**src/rtl/smoothing_scheduler_if.sv**
```systemverilog
// Request/result bundle between tracker channels, the smoothing scheduler and its consumer.
// master = requesters + result consumer; slave = the scheduler.
// Combinational wiring only; the scheduler's outputs are all registered.
interface smoothing_scheduler_if #(
  parameter int NUM_CH = 4,
  parameter int W      = 10
);
  localparam int CW = $clog2(NUM_CH);

  logic                clear;
  logic [NUM_CH-1:0]   req;
  logic [NUM_CH*W-1:0] x_in;
  logic [NUM_CH*W-1:0] y_in;
  logic [NUM_CH-1:0]   ack;
  logic                out_valid;
  logic                out_ready;
  logic [CW-1:0]       out_chan;
  logic [W-1:0]        smoothedX;
  logic [W-1:0]        smoothedY;
  logic                dropped;
  logic                busy;

  modport master (
    output clear, req, x_in, y_in, out_ready,
    input  ack, out_valid, out_chan, smoothedX, smoothedY, dropped, busy
  );

  modport slave (
    input  clear, req, x_in, y_in, out_ready,
    output ack, out_valid, out_chan, smoothedX, smoothedY, dropped, busy
  );
endinterface

```
**src/rtl/smoothing_scheduler.sv**
```systemverilog
// Round-robin shares one 4-tap x/y moving-average datapath across NUM_CH tracked points.
// Latency: req seen in IDLE at cycle 0 -> ack at cycle 1 -> out_valid at cycle 3 (4-cycle throughput).
// Backpressure: result held in OUT until out_ready; no new grant is issued while waiting.
module smoothing_scheduler #(
  parameter int NUM_CH = 4,
  parameter int W      = 10
) (
  input logic                  clk,
  input logic                  reset,
  smoothing_scheduler_if.slave bus
);
  localparam int CW = $clog2(NUM_CH);
  localparam int SW = W + 2;

  typedef enum logic [1:0] {IDLE, CAPTURE, SUM, OUT} state_t;

  state_t            state_q;
  logic [CW-1:0]     rr_q;
  logic [CW-1:0]     gnt_q;
  logic [NUM_CH-1:0] primed_q;
  logic [NUM_CH-1:0] ack_q;
  logic              out_valid_q;
  logic              dropped_q;
  logic              busy_q;
  logic [CW-1:0]     out_chan_q;
  logic [W-1:0]      sx_q;
  logic [W-1:0]      sy_q;
  // Per-channel history, entry 0 is the newest sample.
  logic [W-1:0]      hx_q [NUM_CH][4];
  logic [W-1:0]      hy_q [NUM_CH][4];

  logic [W-1:0]      xin_a [NUM_CH];
  logic [W-1:0]      yin_a [NUM_CH];
  logic [CW:0]       cand_d;
  logic [CW-1:0]     gnt_d;
  logic              gnt_vld_d;
  logic [CW-1:0]     rr_next_d;
  logic [W-1:0]      cap_x_d;
  logic [W-1:0]      cap_y_d;
  logic              x_same_d;
  logic              y_same_d;
  logic [SW-1:0]     sum_x_d;
  logic [SW-1:0]     sum_y_d;

  // Unpack the flat per-channel coordinate buses.
  for (genvar c = 0; c < NUM_CH; c++) begin : g_unpack
    assign xin_a[c] = bus.x_in[c*W +: W];
    assign yin_a[c] = bus.y_in[c*W +: W];
  end

  // Round-robin pick: first requesting channel at or after rr_q, wrapping.
  // Scanning downwards lets the smallest offset win without a break.
  always_comb begin
    cand_d    = '0;
    gnt_d     = '0;
    gnt_vld_d = 1'b0;
    for (int i = NUM_CH - 1; i >= 0; i--) begin
      cand_d = {1'b0, rr_q} + (CW+1)'(i);
      if (cand_d >= (CW+1)'(NUM_CH)) begin
        cand_d = cand_d - (CW+1)'(NUM_CH);
      end
      if (bus.req[cand_d[CW-1:0]]) begin
        gnt_d     = cand_d[CW-1:0];
        gnt_vld_d = 1'b1;
      end
    end
  end

  assign rr_next_d = (gnt_q == CW'(NUM_CH - 1)) ? '0 : gnt_q + CW'(1);
  assign cap_x_d   = xin_a[gnt_q];
  assign cap_y_d   = yin_a[gnt_q];
  assign x_same_d  = (cap_x_d == hx_q[gnt_q][0]);
  assign y_same_d  = (cap_y_d == hy_q[gnt_q][0]);

  // Sums are W+2 bits wide so four full-scale entries never overflow.
  assign sum_x_d = SW'(hx_q[gnt_q][0]) + SW'(hx_q[gnt_q][1])
                 + SW'(hx_q[gnt_q][2]) + SW'(hx_q[gnt_q][3]);
  assign sum_y_d = SW'(hy_q[gnt_q][0]) + SW'(hy_q[gnt_q][1])
                 + SW'(hy_q[gnt_q][2]) + SW'(hy_q[gnt_q][3]);

  // Control FSM with registered outputs; history and priming updates happen in CAPTURE.
  always_ff @(posedge clk or negedge reset) begin
    if (!reset) begin
      state_q     <= IDLE;
      rr_q        <= '0;
      gnt_q       <= '0;
      primed_q    <= '0;
      ack_q       <= '0;
      out_valid_q <= 1'b0;
      dropped_q   <= 1'b0;
      busy_q      <= 1'b0;
      out_chan_q  <= '0;
      sx_q        <= '0;
      sy_q        <= '0;
      for (int c = 0; c < NUM_CH; c++) begin
        for (int k = 0; k < 4; k++) begin
          hx_q[c][k] <= '0;
          hy_q[c][k] <= '0;
        end
      end
    end else begin
      ack_q     <= '0;
      dropped_q <= 1'b0;
      case (state_q)
        IDLE: begin
          if (bus.clear) begin
            primed_q <= '0;
          end else if (gnt_vld_d) begin
            gnt_q   <= gnt_d;
            ack_q   <= NUM_CH'(1) << gnt_d;
            busy_q  <= 1'b1;
            state_q <= CAPTURE;
          end
        end
        CAPTURE: begin
          rr_q <= rr_next_d;
          if (!primed_q[gnt_q]) begin
            // First sample after reset/clear fills the whole window so the
            // average starts at the sample itself rather than ramping from 0.
            for (int k = 0; k < 4; k++) begin
              hx_q[gnt_q][k] <= cap_x_d;
              hy_q[gnt_q][k] <= cap_y_d;
            end
            primed_q[gnt_q] <= 1'b1;
            state_q         <= SUM;
          end else begin
            if (!x_same_d) begin
              for (int k = 3; k > 0; k--) begin
                hx_q[gnt_q][k] <= hx_q[gnt_q][k-1];
              end
              hx_q[gnt_q][0] <= cap_x_d;
            end
            if (!y_same_d) begin
              for (int k = 3; k > 0; k--) begin
                hy_q[gnt_q][k] <= hy_q[gnt_q][k-1];
              end
              hy_q[gnt_q][0] <= cap_y_d;
            end
            if (x_same_d && y_same_d) begin
              dropped_q <= 1'b1;
              busy_q    <= 1'b0;
              state_q   <= IDLE;
            end else begin
              state_q <= SUM;
            end
          end
        end
        SUM: begin
          sx_q        <= W'(sum_x_d >> 2);
          sy_q        <= W'(sum_y_d >> 2);
          out_chan_q  <= gnt_q;
          out_valid_q <= 1'b1;
          state_q     <= OUT;
        end
        OUT: begin
          if (bus.out_ready) begin
            out_valid_q <= 1'b0;
            busy_q      <= 1'b0;
            state_q     <= IDLE;
          end
        end
        default: state_q <= IDLE;
      endcase
    end
  end

  assign bus.ack       = ack_q;
  assign bus.out_valid = out_valid_q;
  assign bus.out_chan  = out_chan_q;
  assign bus.smoothedX = sx_q;
  assign bus.smoothedY = sy_q;
  assign bus.dropped   = dropped_q;
  assign bus.busy      = busy_q;
endmodule

```
**src/flat_wrapper.sv**
```systemverilog
// flat-port wrapper written by rule: the top's interface ports become plain ports
module smoothing_scheduler_flat 
#(
  parameter int NUM_CH = 4,
  parameter int W      = 10
)
  (clk, reset, bus_clear, bus_req, bus_x_in, bus_y_in, bus_out_ready, bus_ack, bus_out_valid, bus_out_chan, bus_smoothedX, bus_smoothedY, bus_dropped, bus_busy);
  smoothing_scheduler_if #(.NUM_CH(NUM_CH), .W(W)) bus_i ();
  input logic clk;
  input logic reset;
  input wire logic [$bits(bus_i.clear)-1:0] bus_clear;
  input wire logic [$bits(bus_i.req)-1:0] bus_req;
  input wire logic [$bits(bus_i.x_in)-1:0] bus_x_in;
  input wire logic [$bits(bus_i.y_in)-1:0] bus_y_in;
  input wire logic [$bits(bus_i.out_ready)-1:0] bus_out_ready;
  output wire logic [$bits(bus_i.ack)-1:0] bus_ack;
  output wire logic [$bits(bus_i.out_valid)-1:0] bus_out_valid;
  output wire logic [$bits(bus_i.out_chan)-1:0] bus_out_chan;
  output wire logic [$bits(bus_i.smoothedX)-1:0] bus_smoothedX;
  output wire logic [$bits(bus_i.smoothedY)-1:0] bus_smoothedY;
  output wire logic [$bits(bus_i.dropped)-1:0] bus_dropped;
  output wire logic [$bits(bus_i.busy)-1:0] bus_busy;
  assign bus_i.clear = bus_clear;
  assign bus_i.req = bus_req;
  assign bus_i.x_in = bus_x_in;
  assign bus_i.y_in = bus_y_in;
  assign bus_i.out_ready = bus_out_ready;
  assign bus_ack = bus_i.ack;
  assign bus_out_valid = bus_i.out_valid;
  assign bus_out_chan = bus_i.out_chan;
  assign bus_smoothedX = bus_i.smoothedX;
  assign bus_smoothedY = bus_i.smoothedY;
  assign bus_dropped = bus_i.dropped;
  assign bus_busy = bus_i.busy;
  smoothing_scheduler #(.NUM_CH(NUM_CH), .W(W)) u_core (.clk(clk), .reset(reset), .bus(bus_i));
endmodule
```
**config.mk**
```make
export PLATFORM = sky130hd
export DESIGN_NAME = smoothing_scheduler_flat
export DESIGN_NICKNAME = d
export VERILOG_FILES = /design/src/rtl/smoothing_scheduler_if.sv /design/src/rtl/smoothing_scheduler.sv /design/src/flat_wrapper.sv
export SDC_FILE = /design/constraint.sdc
export NUM_CORES = 1
export LEC_CHECK = 0
export BUFFER_PORTS_ARGS = -buffer_cell sky130_fd_sc_hd__buf_2
export CAP_MARGIN = 10
export CORE_MARGIN = 2
export CORE_UTILIZATION = 45
export CTS_BUF_LIST = sky130_fd_sc_hd__clkbuf_8
export DETAILED_ROUTE_END_ITERATION = 8
export GPL_TIMING_DRIVEN = 0
export HOLD_SLACK_MARGIN = 0.08
export MAX_ROUTING_LAYER = met4
export PLACE_DENSITY = 0.71
export SLEW_MARGIN = 20
export SYNTH_ARGS = -nofsm -noshare
export SYNTH_HDL_FRONTEND = slang
export SYNTH_SLANG_ARGS = --single-unit
```
**constraint.sdc**
```tcl
create_clock -name clk -period 5.8 [get_ports clk]
set_clock_uncertainty 0.15 [all_clocks]
set_input_delay 1.16 -clock clk [delete_from_list [all_inputs] [get_ports clk]]
set_output_delay 1.16 -clock clk [all_outputs]
set_load 0.05 [all_outputs]
```
Yosys cells after proc, flatten, opt, wreduce, memory -nomap -nowiden
Index checks and enable logic that the tools add are counted.
{"block": "word_totals", "mem_bits_rw": 0, "regBits": 359, "mem_count": 0, "latchBits": 0, "output_inout_bits": 29, "mem_bits_ro": 0, "word_cells": 189, "input_bits": 88}
{"block": "classes", "reduce_logical": 14, "n_mul": 0, "n_lt_le_gt_ge": 12, "shifts": 1, "n_bitwise": 3, "eq_ne": 15, "mux": 87, "div_mod_pow": 0, "addsub": 14}
{"operator": "bitwise mux 160 bit", "n": 16}
{"operator": "two-way mux 160 bit", "n": 4}
{"operator": "demux 40 bit (select 2 bit)", "n": 4}
{"operator": "two-way mux 40 bit", "n": 5}
{"operator": "binary-select mux 40 bit (select 2 bit)", "n": 2}
{"operator": "two-way mux 10 bit", "n": 5}
{"operator": "adder 12 x 10 -> 12 bit", "n": 4}
{"operator": "binary-select mux 10 bit (select 2 bit)", "n": 2}
{"operator": "two-way mux 30 bit", "n": 1}
{"operator": "two-way mux 2 bit", "n": 14}
{"operator": "adder 10 x 10 -> 11 bit", "n": 2}
{"operator": "== test 10 bit", "n": 2}
{"operator": "two-way mux 20 bit", "n": 1}
{"operator": "two-way mux 4 bit", "n": 5}
{"operator": "two-way mux 1 bit", "n": 18}
{"operator": "less-than comparator 2 x 3 -> 1 bit (second input constant)", "n": 5}
{"operator": "greater-or-equal comparator 3 bit (second input constant)", "n": 4}
{"operator": "!= test 2 bit (second input constant)", "n": 6}
{"operator": "binary-select mux 1 bit (select 2 bit)", "n": 5}
{"operator": "AND reduction 3 bit", "n": 3}
{"operator": "one-hot mux 2 bit (4 select lines)", "n": 1}
{"operator": "one-hot mux 4 bit (2 select lines)", "n": 1}
{"operator": "subtractor 2 x 1 -> 2 bit (second input constant)", "n": 4}
{"operator": "adder 2 x 2 -> 3 bit (second input constant)", "n": 2}
{"operator": "other kinds (21)", "n": 30}

Depth between registers and ports, before layout
{"block": "logic_depth", "depth_word": 13, "ltp_mapped": 23, "mapped_depth_nobuf": 19}

Worst setup path after synthesis
Ideal clock, no wire load.
{"block": "synth_timing", "kind": "flip-flop to flip-flop", "startpoint": "reg u_core.gnt_q[0]", "endpoint": "reg u_core.sy_q[8], in the netlist u_core.bus.smoothedY[8]", "path_buffers": 4, "path_stages_with_launch": 22, "arrival_ps": 4796, "slack_ps": 719, "period_less_slack_ps": 5081, "setup_ps": 135, "path_cell_list": "dfrtp_1 -> clkbuf_1 -> buf_2 -> buf_2 -> buf_2 -> mux4_2 -> ha_1 -> a21o_1 -> a21oi_1 -> o21bai_1 -> a21oi_1 -> o21ai_0 -> xnor2_1 -> fa_1 -> inv_1 -> ha_1 -> a21o_1 -> a21o_1 -> a21oi_1 -> o21ai_0 -> xnor2_1 -> o21ai_0"}
{"block": "synth_via", "elab_chain_cells": 7}
{"item": "start: declaration", "line_no": "smoothing_scheduler.sv:19", "rtl": "logic [CW-1:0] gnt_q;"}
{"item": "start signal: assignment", "line_no": "smoothing_scheduler.sv:109", "rtl": "gnt_q <= gnt_d;"}
{"item": "NOT 2 -> 3 bit (implied by the code) (*)", "line_no": "smoothing_scheduler.sv:78, smoothing_scheduler.sv:79"}
{"item": "binary-select mux 40 bit (select 2 bit) (*)", "line_no": "smoothing_scheduler.sv:78, smoothing_scheduler.sv:79"}
{"item": "two-way mux 40 bit (implied by the code) (*) (2 in series)", "line_no": "smoothing_scheduler.sv:79", "rtl": "+ SW'(hy_q[gnt_q][2]) + SW'(hy_q[gnt_q][3]);"}
{"item": "adder 10 x 10 -> 11 bit", "line_no": "smoothing_scheduler.sv:78", "rtl": "assign sum_y_d = SW'(hy_q[gnt_q][0]) + SW'(hy_q[gnt_q][1])"}
{"item": "adder 12 x 10 -> 12 bit", "line_no": "smoothing_scheduler.sv:79"}
{"item": "adder 12 x 10 -> 12 bit (*)", "line_no": "smoothing_scheduler.sv:79"}
{"item": "end signal: assignment", "line_no": "smoothing_scheduler.sv:150", "rtl": "sy_q <= W'(sum_y_d >> 2);"}
{"item": "end: declaration", "line_no": "smoothing_scheduler.sv:27", "rtl": "logic [W-1:0] sy_q;"}
Every way passes the cells marked *; elsewhere a longest branch is shown, timed or not. The select of a mux whose other input is x is not followed.
A chain may end at the register's enable or synchronous reset.

Worst setup path after layout
Ends and elaborated chain as after synthesis.

==> flow_metrics.tcl <==
set metrics [dict create \
    outcome "finished clean" \
    synth-edff-count 0 \
    dp_hpwl_um 41100 \
    yosys.area_share.xor_xnor_pct 2.21 \
    worst-path-max-fanout 10 \
    synth_top_flop_cell "dfrtp_1" \
    via_count 15718 \
    asyncSetResetFlopFracSynth_pct 100 \
    gp_congestion 0.956 \
    clkTransAtPathRegs_ns 0.06 \
    drcViolationCount 0 \
    grt_pass1_vias 15931 \
    whs_ns 0.328 \
    mostFrequentLayoutCell "dfrtp_1" \
    grt_first_pass_wirelength_um 91100 \
    cts_tree "built" \
    fin_nets 2139 \
    synth_fp_nets 1958 \
    hold_viol_final 0 \
    die_h_um 210 \
    netlist.area_leader.share_pct 47.2 \
    ys_ff_latch 359 \
    io_pins 117 \
    r2r_start "u_core.gnt_q[0]$_DFFE_PN0P_" \
    cts_made_buffers 60 \
    finalNonFillerCells 2573 \
    place_inst 2462 \
    start_kind "register" \
    synthAdderAreaFrac_pct 5.21 \
    rows 75 \
    clock_path_buffers 3 \
    grt_max_degree 97 \
    yosysSeqAreaShare_pct 47.2 \
    syn_area_mm2 0.0190 \
    start_util_pct 45.4 \
    avgSynthCellArea_um2 10.5 \
    area_growth_pct 14.2 \
    final_cell_mix "dfrtp_1 (357), nand2_1 (238), a21oi_1 (156), o21ai_0 (153), buf_2 (149)" \
    worstSkewPairLatency_ns 0.66 \
    synth_cells 1804 \
    r2r_slack_ns 0.32 \
    die_width_um 210 \
    grtUsageTotal_pct 28.2 \
    htree_levels 2 \
    synth-simple-area-share_pct 9.91 \
    relSlewSlack_pct 34.3 \
    synth_top_family_by_area "multiplexers" \
    end_kind "register" \
    portBuffers 116 \
    ys_warn_count 0 \
    fp.coreArea_mm2 0.0419 \
    clkSinkCount 359 \
    synth_compound_area_share_pct 14.0 \
    drive_above_1_share_pct 21.9 \
    dieArea_mm2 0.0439 \
    root_buffer "clkbuf_8" \
    final_antenna_net_count 0 \
    synth_area_leader_cell "dfrtp_1" \
    final.setup.tns_ns 0 \
    period_needed_ns 5.48 \
    drv_slew 0 \
    crit_arrival_ns 5.84 \
    ys_types 43 \
    wl_per_cell_um 23.0 \
    hold_class "in2async" \
    drt_first_pass_iters 5 \
    cp.required_ns 6.15 \
    holdBufCountCts 0 \
    synth_area_leaders "dfrtp_1 (47%), mux4_2 (12%), mux2_2 (4.8%)" \
    reg2regPathDepth 21 \
    worst_r2r_endpoint "u_core.bus.smoothedY[8]$_DFFE_PN0P_" \
    antenna_found_initial 0 \
    fmax_ghz 0.182 \
    grt.overflow.total 0 \
    path_class "reg2reg" \
    setup_violations 0 \
    post_drt_via_cell_ratio 6.11 \
    drt-total-wl_um 59300 \
    postCtsSetupRepairBufs 0 \
    drt_iter0_markers 2129 \
    synth_mux_area_share_pct 16.8 \
    maxCapViolCount 0 \
    fin_crit_sh_pct 94.5 \
    antenna_cells 0 \
    worstMarginPinSlew_ns 0.985 \
]
-- Yosys cell counts (2+ instances only) --
master / n
a211oi_2: 4
a21o_1: 13
a21oi_1: 156
a31oi_1: 123
and2_1: 31
buf_1: 7
buf_2: 37
clkbuf_1: 85
dfrtp_1: 359
fa_1: 22
ha_1: 44
inv_1: 92
mux2_2: 81
mux4_2: 101
nand2_1: 238
nand2b_1: 7
nand3_1: 6
nand4_1: 8
nor2_1: 142
nor2b_1: 2
nor3_1: 6
nor4_1: 2
o21a_1: 2
o21ai_0: 154
o21bai_1: 6
o22ai_1: 3
o311a_1: 5
o31ai_1: 4
or2_2: 3
or3_1: 2
xnor2_1: 37
xor2_1: 11
-- stage by stage --
step	worst slack [ns]	utilization [%]	instance area, um^2
floorplan	0.719	-	19000
global placement	-3.37	48.4	20300
detailed placement	-1.04	48.7	20400
CTS	0.0151	51.8	21700
global route	-0.0194	51.9	21700
finish	0.318	51.9	21700
-- worst max path at each step --
| stage | from | to | slack, ns |
|---|---|---|---|
| floorplan | u_core.gnt_q[0]$_DFFE_PN0P_ | u_core.bus.smoothedY[8]$_DFFE_PN0P_ | 0.72 |
| global placement | reset | u_core.bus.smoothedX[5]$_DFFE_PN0P_ | -3.37 |
| detailed placement | u_core.gnt_q[1]$_DFFE_PN0P_ | u_core.bus.smoothedY[9]$_DFFE_PN0P_ | -1.04 |
| CTS | u_core.gnt_q[1]$_DFFE_PN0P_ | u_core.bus.smoothedY[8]$_DFFE_PN0P_ | 0.02 |
| global route | u_core.gnt_q[0]$_DFFE_PN0P_ | u_core.bus.smoothedY[8]$_DFFE_PN0P_ | -0.02 |
| finish | u_core.gnt_q[0]$_DFFE_PN0P_ | u_core.bus.smoothedY[8]$_DFFE_PN0P_ | 0.32 |
-- kinds of logic (layout without fill, tap and decap cells) --
family                     Yosys count  after routing
AOI/OAI and AO/OA                  474            474
xor gates and xnor gates            48             48
adders and majority gates           66             66
buffers and inverters              222            452
DFF                                359            359
muxes                              183            183
and+or+nand+nor                    452            452
-- layout make-up --
cell class                 count  area [um^2]
fill                        3719        20100
multi-input combinational   1223         9170
sequential                   359         8990
clock buffer                  79         1090
tap                          539          674
timing repair buffer         119          673
buffer                       129          582
inverter                      93          349
clock inverter                32          184
-- critical path, cell delays in order, from the launching register on --
cell,delay [ns]
dfrtp_2,0.44
clkbuf_1,0.20
buf_6,0.23
buf_6,0.24
buf_8,0.22
mux4_2,0.59
ha_1,0.29
a21o_1,0.18
a21oi_1,0.22
o21bai_1,0.11
a21oi_1,0.22
o21ai_1,0.20
xnor2_2,0.20
fa_1,0.49
inv_1,0.04
ha_1,0.36
a21o_1,0.23
a21o_1,0.17
a21oi_1,0.14
o21ai_0,0.15
xnor2_1,0.16
o21ai_0,0.09
-- timing repair --
item / CTS / global route
pin swaps: 1 / 2
endpoints found under the setup margin: 18 / 10
gates resized for setup: 14 / 17
-- layer usage --
metal,wire length (um),part of all wire (%),GRT usage [%],vias to the layer above
met5,0,0,-,-
met4,2430,4.1,11.7,0
met3,7170,12,7.81,196
met2,25900,44,40.9,1041
met1,23700,40,37.6,7712
li1,-,-,-,6769
Power is not shown: default switching activity piles up to over one toggle a cycle in this logic, so the estimate is an artifact.
